### config.mk
export PLATFORM = sky130hd
export DESIGN_NAME = dma_arbiter
export DESIGN_NICKNAME = d
export VERILOG_FILES = /design/src/rtl/dma_arbiter.sv
export SDC_FILE = /design/constraint.sdc
export NUM_CORES = 1
export LEC_CHECK = 0
export CORE_MARGIN = 2
export CORE_UTILIZATION = 30
export CTS_BUF_LIST = sky130_fd_sc_hd__clkbuf_4 sky130_fd_sc_hd__clkbuf_8
export DETAILED_ROUTE_END_ITERATION = 8
export SETUP_SLACK_MARGIN = 0.1
export SYNTH_ARGS = -nofsm -noshare
export SYNTH_HDL_FRONTEND = slang
export SYNTH_SLANG_ARGS = --single-unit
### constraint.sdc
create_clock -name clk -period 2.15 [get_ports clk]
set_clock_uncertainty 0.2 [all_clocks]
set_input_delay 0.645 -clock clk [delete_from_list [all_inputs] [get_ports clk]]
set_output_delay 0.645 -clock clk [all_outputs]
set_load 0.02 [all_outputs]
### src/rtl/dma_arbiter.sv
// dma_arbiter: round-robin arbiter that shares one DMA engine among NUM_REQ
// requesters, latching the winner's descriptor and reporting done/timeout.
module dma_arbiter #(
    parameter int NUM_REQ        = 4,
    parameter int ADDR_WIDTH     = 4,
    parameter int TIMEOUT_CYCLES = 64
) (
    input  logic                          clk,
    input  logic                          reset,
    input  logic [NUM_REQ-1:0]            req,
    input  logic [NUM_REQ*ADDR_WIDTH-1:0] req_amt,
    input  logic [NUM_REQ*ADDR_WIDTH-1:0] req_rom,
    input  logic [NUM_REQ*ADDR_WIDTH-1:0] req_ram,
    output logic [NUM_REQ-1:0]            grant,
    output logic [NUM_REQ-1:0]            req_done,
    output logic [NUM_REQ-1:0]            req_err,
    output logic                          dma_start,
    output logic [ADDR_WIDTH-1:0]         dma_data_amt,
    output logic [ADDR_WIDTH-1:0]         dma_starting_rom,
    output logic [ADDR_WIDTH-1:0]         dma_starting_ram,
    input  logic                          dma_done,
    output logic                          busy
);

    localparam int IDX_W = (NUM_REQ > 1) ? $clog2(NUM_REQ) : 1;
    localparam int CNT_W = $clog2(TIMEOUT_CYCLES + 1);

    localparam logic [1:0] S_IDLE    = 2'd0;
    localparam logic [1:0] S_LAUNCH  = 2'd1;
    localparam logic [1:0] S_WAIT    = 2'd2;
    localparam logic [1:0] S_RELEASE = 2'd3;

    localparam logic [CNT_W-1:0] CNT_LAST = CNT_W'(TIMEOUT_CYCLES - 1);
    localparam logic [IDX_W-1:0] IDX_LAST = IDX_W'(NUM_REQ - 1);

    logic [1:0]            state_q, state_d;
    logic [IDX_W-1:0]      ptr_q, ptr_d;
    logic [IDX_W-1:0]      win_q, win_d;
    logic [CNT_W-1:0]      cnt_q, cnt_d;
    logic [NUM_REQ-1:0]    grant_q, grant_d;
    logic [NUM_REQ-1:0]    done_q, done_d;
    logic [NUM_REQ-1:0]    err_q, err_d;
    logic                  start_q, start_d;
    logic                  busy_q, busy_d;
    logic [ADDR_WIDTH-1:0] amt_q, amt_d;
    logic [ADDR_WIDTH-1:0] rom_q, rom_d;
    logic [ADDR_WIDTH-1:0] ram_q, ram_d;

    logic [ADDR_WIDTH-1:0] amt_a [NUM_REQ];
    logic [ADDR_WIDTH-1:0] rom_a [NUM_REQ];
    logic [ADDR_WIDTH-1:0] ram_a [NUM_REQ];

    logic                  found;
    logic [IDX_W-1:0]      pick;
    logic [NUM_REQ-1:0]    pick_oh;
    logic [NUM_REQ-1:0]    win_oh;

    always_comb begin : unpack
        for (int i = 0; i < NUM_REQ; i++) begin
            amt_a[i] = req_amt[i*ADDR_WIDTH +: ADDR_WIDTH];
            rom_a[i] = req_rom[i*ADDR_WIDTH +: ADDR_WIDTH];
            ram_a[i] = req_ram[i*ADDR_WIDTH +: ADDR_WIDTH];
        end
    end

    // Search ascends from ptr and wraps, so the first hit is the RR winner.
    always_comb begin : rr_pick
        int idx;
        found = 1'b0;
        pick  = '0;
        idx   = 0;
        for (int i = 0; i < NUM_REQ; i++) begin
            idx = int'(ptr_q) + i;
            if (idx >= NUM_REQ) begin
                idx = idx - NUM_REQ;
            end
            if (!found && req[IDX_W'(idx)]) begin
                found = 1'b1;
                pick  = IDX_W'(idx);
            end
        end
    end

    assign pick_oh = NUM_REQ'(1) << pick;
    assign win_oh  = NUM_REQ'(1) << win_q;

    always_comb begin : next_state
        state_d = state_q;
        ptr_d   = ptr_q;
        win_d   = win_q;
        cnt_d   = cnt_q;
        grant_d = grant_q;
        done_d  = '0;
        err_d   = '0;
        start_d = 1'b0;
        amt_d   = amt_q;
        rom_d   = rom_q;
        ram_d   = ram_q;
        unique case (state_q)
            S_IDLE: begin
                if (found) begin
                    state_d = S_LAUNCH;
                    win_d   = pick;
                    grant_d = pick_oh;
                    amt_d   = amt_a[pick];
                    rom_d   = rom_a[pick];
                    ram_d   = ram_a[pick];
                    start_d = (amt_a[pick] != '0);
                end
            end
            S_LAUNCH: begin
                if (amt_q != '0) begin
                    state_d = S_WAIT;
                    cnt_d   = '0;
                end else begin
                    state_d = S_RELEASE;
                    grant_d = '0;
                    done_d  = win_oh;
                end
            end
            S_WAIT: begin
                // Completion takes priority over a coincident timeout.
                if (dma_done) begin
                    state_d = S_RELEASE;
                    grant_d = '0;
                    done_d  = win_oh;
                end else if (cnt_q == CNT_LAST) begin
                    state_d = S_RELEASE;
                    grant_d = '0;
                    err_d   = win_oh;
                end else begin
                    cnt_d = cnt_q + 1'b1;
                end
            end
            S_RELEASE: begin
                state_d = S_IDLE;
                ptr_d   = (win_q == IDX_LAST) ? '0 : win_q + 1'b1;
            end
            default: begin
                state_d = S_IDLE;
                grant_d = '0;
            end
        endcase
        busy_d = (state_d != S_IDLE);
    end

    always_ff @(posedge clk or negedge reset) begin
        if (!reset) begin
            state_q <= S_IDLE;
            ptr_q   <= '0;
            win_q   <= '0;
            cnt_q   <= '0;
            grant_q <= '0;
            done_q  <= '0;
            err_q   <= '0;
            start_q <= 1'b0;
            busy_q  <= 1'b0;
            amt_q   <= '0;
            rom_q   <= '0;
            ram_q   <= '0;
        end else begin
            state_q <= state_d;
            ptr_q   <= ptr_d;
            win_q   <= win_d;
            cnt_q   <= cnt_d;
            grant_q <= grant_d;
            done_q  <= done_d;
            err_q   <= err_d;
            start_q <= start_d;
            busy_q  <= busy_d;
            amt_q   <= amt_d;
            rom_q   <= rom_d;
            ram_q   <= ram_d;
        end
    end

    assign grant            = grant_q;
    assign req_done         = done_q;
    assign req_err          = err_q;
    assign dma_start        = start_q;
    assign busy             = busy_q;
    assign dma_data_amt     = amt_q;
    assign dma_starting_rom = rom_q;
    assign dma_starting_ram = ram_q;

endmodule

==> impl_results.rst <==
.. list-table::
   :header-rows: 1

   * - Metric
     - Value
   * - Pin count of the biggest net entering global routing
     - 20
   * - Placed inst area
     - around 3400 µm²
   * - Average wire per standard cell
     - about 13 µm
   * - Reg-to-Reg End
     - dma_starting_rom[1]
   * - Mapped Nets
     - between 200 and 300
   * - Non-filler cells in the finished layout
     - between 400 and 500
   * - Number of setup violations in the final report
     - 0
   * - Count of inserted antenna diode cells
     - 0
   * - Top library cells by usage in the layout, fill and taps aside
     - clkdlybuf4s50_1 (48), dfrtp_1 (38), nand2_1 (28)
   * - Worst slack, placed
     - -0.6697 ns
   * - Number of hold violations in the final report
     - 0
   * - Post-synthesis cell area
     - roughly 2200 µm²
   * - Hold Crit Class
     - input port to async pin
   * - Synthesized area per cell
     - 10.12 µm²
   * - Most common library cell in the layout ignoring fill and taps
     - clkdlybuf4s50_1
   * - Hold slack
     - a little over 0.05 ns
   * - Proportion of synthesized chip area in sequential cells
     - 0.4343
   * - Number of clock sinks
     - 39
   * - Setup repair after global routing missed its margin
     - yes
   * - Synth warnings
     - 0
   * - Congestion Overflow GR
     - 0
   * - Placeable core region
     - slightly above 7000 µm²
   * - Worst-case reg-to-reg path depth
     - 8
   * - Design Area, Final
     - approximately 3700 µm²
   * - Vias in the first global route
     - 2022
   * - Worst Setup SP
     - ptr_q[1]
   * - Setup crit start kind
     - flop
   * - Layout cells sized above 1
     - 0.2611
   * - Fin crit period
     - 2.043 ns
   * - Peak clock frequency supported by timing
     - roughly 500 MHz
   * - Setup slack, reg-to-reg
     - between 0.1 and 0.15 ns
   * - Layout fillers
     - about 700
   * - Count of state elements after synthesis
     - 39
   * - GR Util All Layers
     - 0.1418
   * - Detailed-route via count
     - 2021
   * - Outcome
     - complete, no violations
   * - # H-tree levels
     - 2
   * - Start-to-end type of the worst setup path
     - flop to flop
   * - Count of mapped cells out of synthesis
     - about 220
   * - Total DRC errors in the routed layout
     - 0
   * - Critical path arrival
     - approximately 2.1 ns
   * - Static power due to leakage
     - 1.749 nW
   * - Total power of the final layout
     - 4.578 mW
   * - Least setup slack across all paths after layout
     - 0.1074 ns
   * - Maximum clock insertion buffer count
     - 2
   * - Die Width
     - slightly above 90 µm
   * - Post-layout utilization of the core
     - 0.5068
   * - TritonCTS clock tree
     - done
   * - Slew at the pin closest to its max-slew limit
     - about 0.4 ns
   * - GPL Wtd Cong
     - 0.7048
   * - Critical path required time
     - roughly 2.2 ns
   * - Worst voltage drop across the vdd grid
     - between 400 and 500 µV
   * - Post-Route Setup TNS
     - 0 ns
   * - Clock latency on the worst-skew pair
     - 0.29 ns
   * - Crit path capture type
     - flop
   * - Power Density
     - ~1200 nW/µm²
   * - Total placed cells including tap cells
     - roughly 420
   * - Detail Placement HPWL
     - between 4000 and 5000 µm
   * - Crit path cell chain
     - mux2i_2 > a211oi_4 > buf_6 > buf_12 > buf_12 > mux2i_1 > mux2_4 > o21ai_2
   * - Clock slew at reported path FFs
     - roughly 0.08 ns
   * - Period utilization
     - 0.9501
   * - CP max stage delay
     - around 0.44 ns
   * - DR iter-0 viols
     - 72
   * - Root buf cell
     - clkbuf_8
   * - First-pass iteration count of the detailed router
     - 4
   * - Peak fanout along the critical path
     - 8
   * - Source of the worst register-to-register timing path
     - ptr_q[1]
   * - CP max stage cell
     - dfrtp_2
   * - Starting density of the core
     - 0.3098
   * - First-pass GRT wire length
     - 9535 µm
   * - Hold buffers post-CTS
     - 0
   * - Yosys cell types
     - between 40 and 50
   * - Height of the die
     - a little over 90 µm
   * - Number of I/O pins
     - 81
   * - Total clock buffers created by CTS
     - 5
   * - Number of antenna violations at the first check in global routing
     - 0
   * - Most common cell on crit path
     - buf_12
   * - Worst rel slew slack
     - 0.7242
   * - Final slew viol count
     - 0
   * - Count of input and output buffers
     - 80
   * - Layout Area Growth over Synthesis
     - 63.59%
   * - Total number of nets in the final design
     - 402
   * - Maxcap violations
     - 0
   * - Final wirelength
     - between 5000 and 6000 µm
   * - DRT antenna net count
     - 0
   * - Capturing element of the worst setup path
     - dma_starting_rom[1]
   * - Standard-cell rows
     - 31
   * - Per-cell via count in the routed design
     - 4.635
   * - Die footprint
     - approximately 8200 µm²
-- state kept, by name, summed over array words and instances, names as in the netlist, 4 cells and up --
name / flops
dma_data_amt: 4
cnt_q: 7
dma_starting_ram: 4
req_done: 4
grant: 4
dma_starting_rom: 4
req_err: 4
-- cells in the mapped netlist --
master	number	share of area
or2_2	1	0.0028
mux2i_1	22	0.098
o21ai_1	10	0.022
nor2_1	15	0.025
clkbuf_1	4	0.0067
o21ai_2	2	0.0078
buf_1	1	0.0017
nor4_1	2	0.0056
or4_1	1	0.0033
xnor2_1	1	0.0039
nand3b_1	2	0.0067
and2_1	8	0.022
and3_1	1	0.0028
ha_1	11	0.061
dfrtp_1	39	0.43
buf_2	2	0.0045
buf_6	2	0.010
a21o_1	1	0.0033
a211oi_1	1	0.0033
nand3_1	1	0.0022
a21boi_0	1	0.0033
nor3_1	1	0.0022
mux2_2	12	0.060
nor3b_1	1	0.0033
buf_4	1	0.0033
xor2_1	4	0.016
a211oi_4	1	0.0089
a221oi_1	1	0.0039
nor2b_1	1	0.0028
o41ai_1	1	0.0039
nand2b_1	7	0.019
nand2_1	29	0.048
a22o_1	5	0.019
a21oi_1	9	0.020
nor4b_1	1	0.0039
a41oi_2	1	0.0072
a31o_2	1	0.0039
inv_1	5	0.0084
and4_1	1	0.0039
a31oi_1	2	0.0056
o21ai_0	6	0.013
nand4_1	4	0.011
-- power breakdown --
part | internal [mW] | total [mW] | switching [mW]
clock | 0.477 | 0.736 | 0.260
combinational | 1.36 | 2.67 | 1.31
sequential | 0.983 | 1.17 | 0.185
total | 2.82 | 4.58 | 1.76
-- final cells by class --
class                           instances  area [µm²]  share of cell area
Clock buffer                            6       76.32             0.02076
Clock inverter                          2       60.06             0.01634
Timing Repair Buffer                  116        1100              0.2992
Tap cell                               99       123.9             0.03370
Multi-Input combinational cell        169        1320              0.3591
Sequential cell                        39       977.2              0.2658
Inverter                                5       18.77            0.005106
-- metal layers --
metal / share of wire / wire, µm / global-route usage / vias up
met1: 0.43 / 2390 / 0.1749 / 947
li1: - / - / - / 1006
met4: 0.013 / 70 / 0.04103 / 0
met3: 0.065 / 361 / 0.03923 / 9
met2: 0.49 / 2737 / 0.2419 / 59
met5: 0 / 0 / 0 / -
-- worst max-delay path, delay by kind of cell (launching register included) --
kind,cells,cell delay (ns)
muxes,3,0.51
AOI/OAI and AO/OA,2,0.39
buffers and inverters,3,0.43
DFF,1,0.44
-- cells by family after synthesis --
family                     count (synthesis)  share of synthesized area
and+or+nand+nor                           76                     0.1659
AOI/OAI and AO/OA                         42                     0.1264
DFF                                       39                     0.4343
muxes                                     34                     0.1581
buffers and inverters                     15                    0.03452
adders and majority gates                 11                    0.06125
xor gates and xnor gates                   5                    0.01949
-- what timing repair did --
action / 4_1_cts / 5_1_grt
setup buffers: 6 / 2
cloned: 3 / 0
pin swaps: 10 / 6
endpoints found under the setup margin: 46 / 22
resized for setup: 61 / 20
-- how the worst min path moves through the flow --
stage                     slack (ns)             endpoint  cells past startpoint
final                           0.05           req_err[0]                      1
after global routing            0.07          req_done[1]                      1
after CTS                       0.06           req_err[0]                      1
after detailed placement        0.27  dma_starting_rom[2]                      2
after global placement          0.27  dma_starting_ram[0]                      2
after floorplan                 0.15                 busy                      0
No activity file was read; power rests on OpenSTA's default activity.
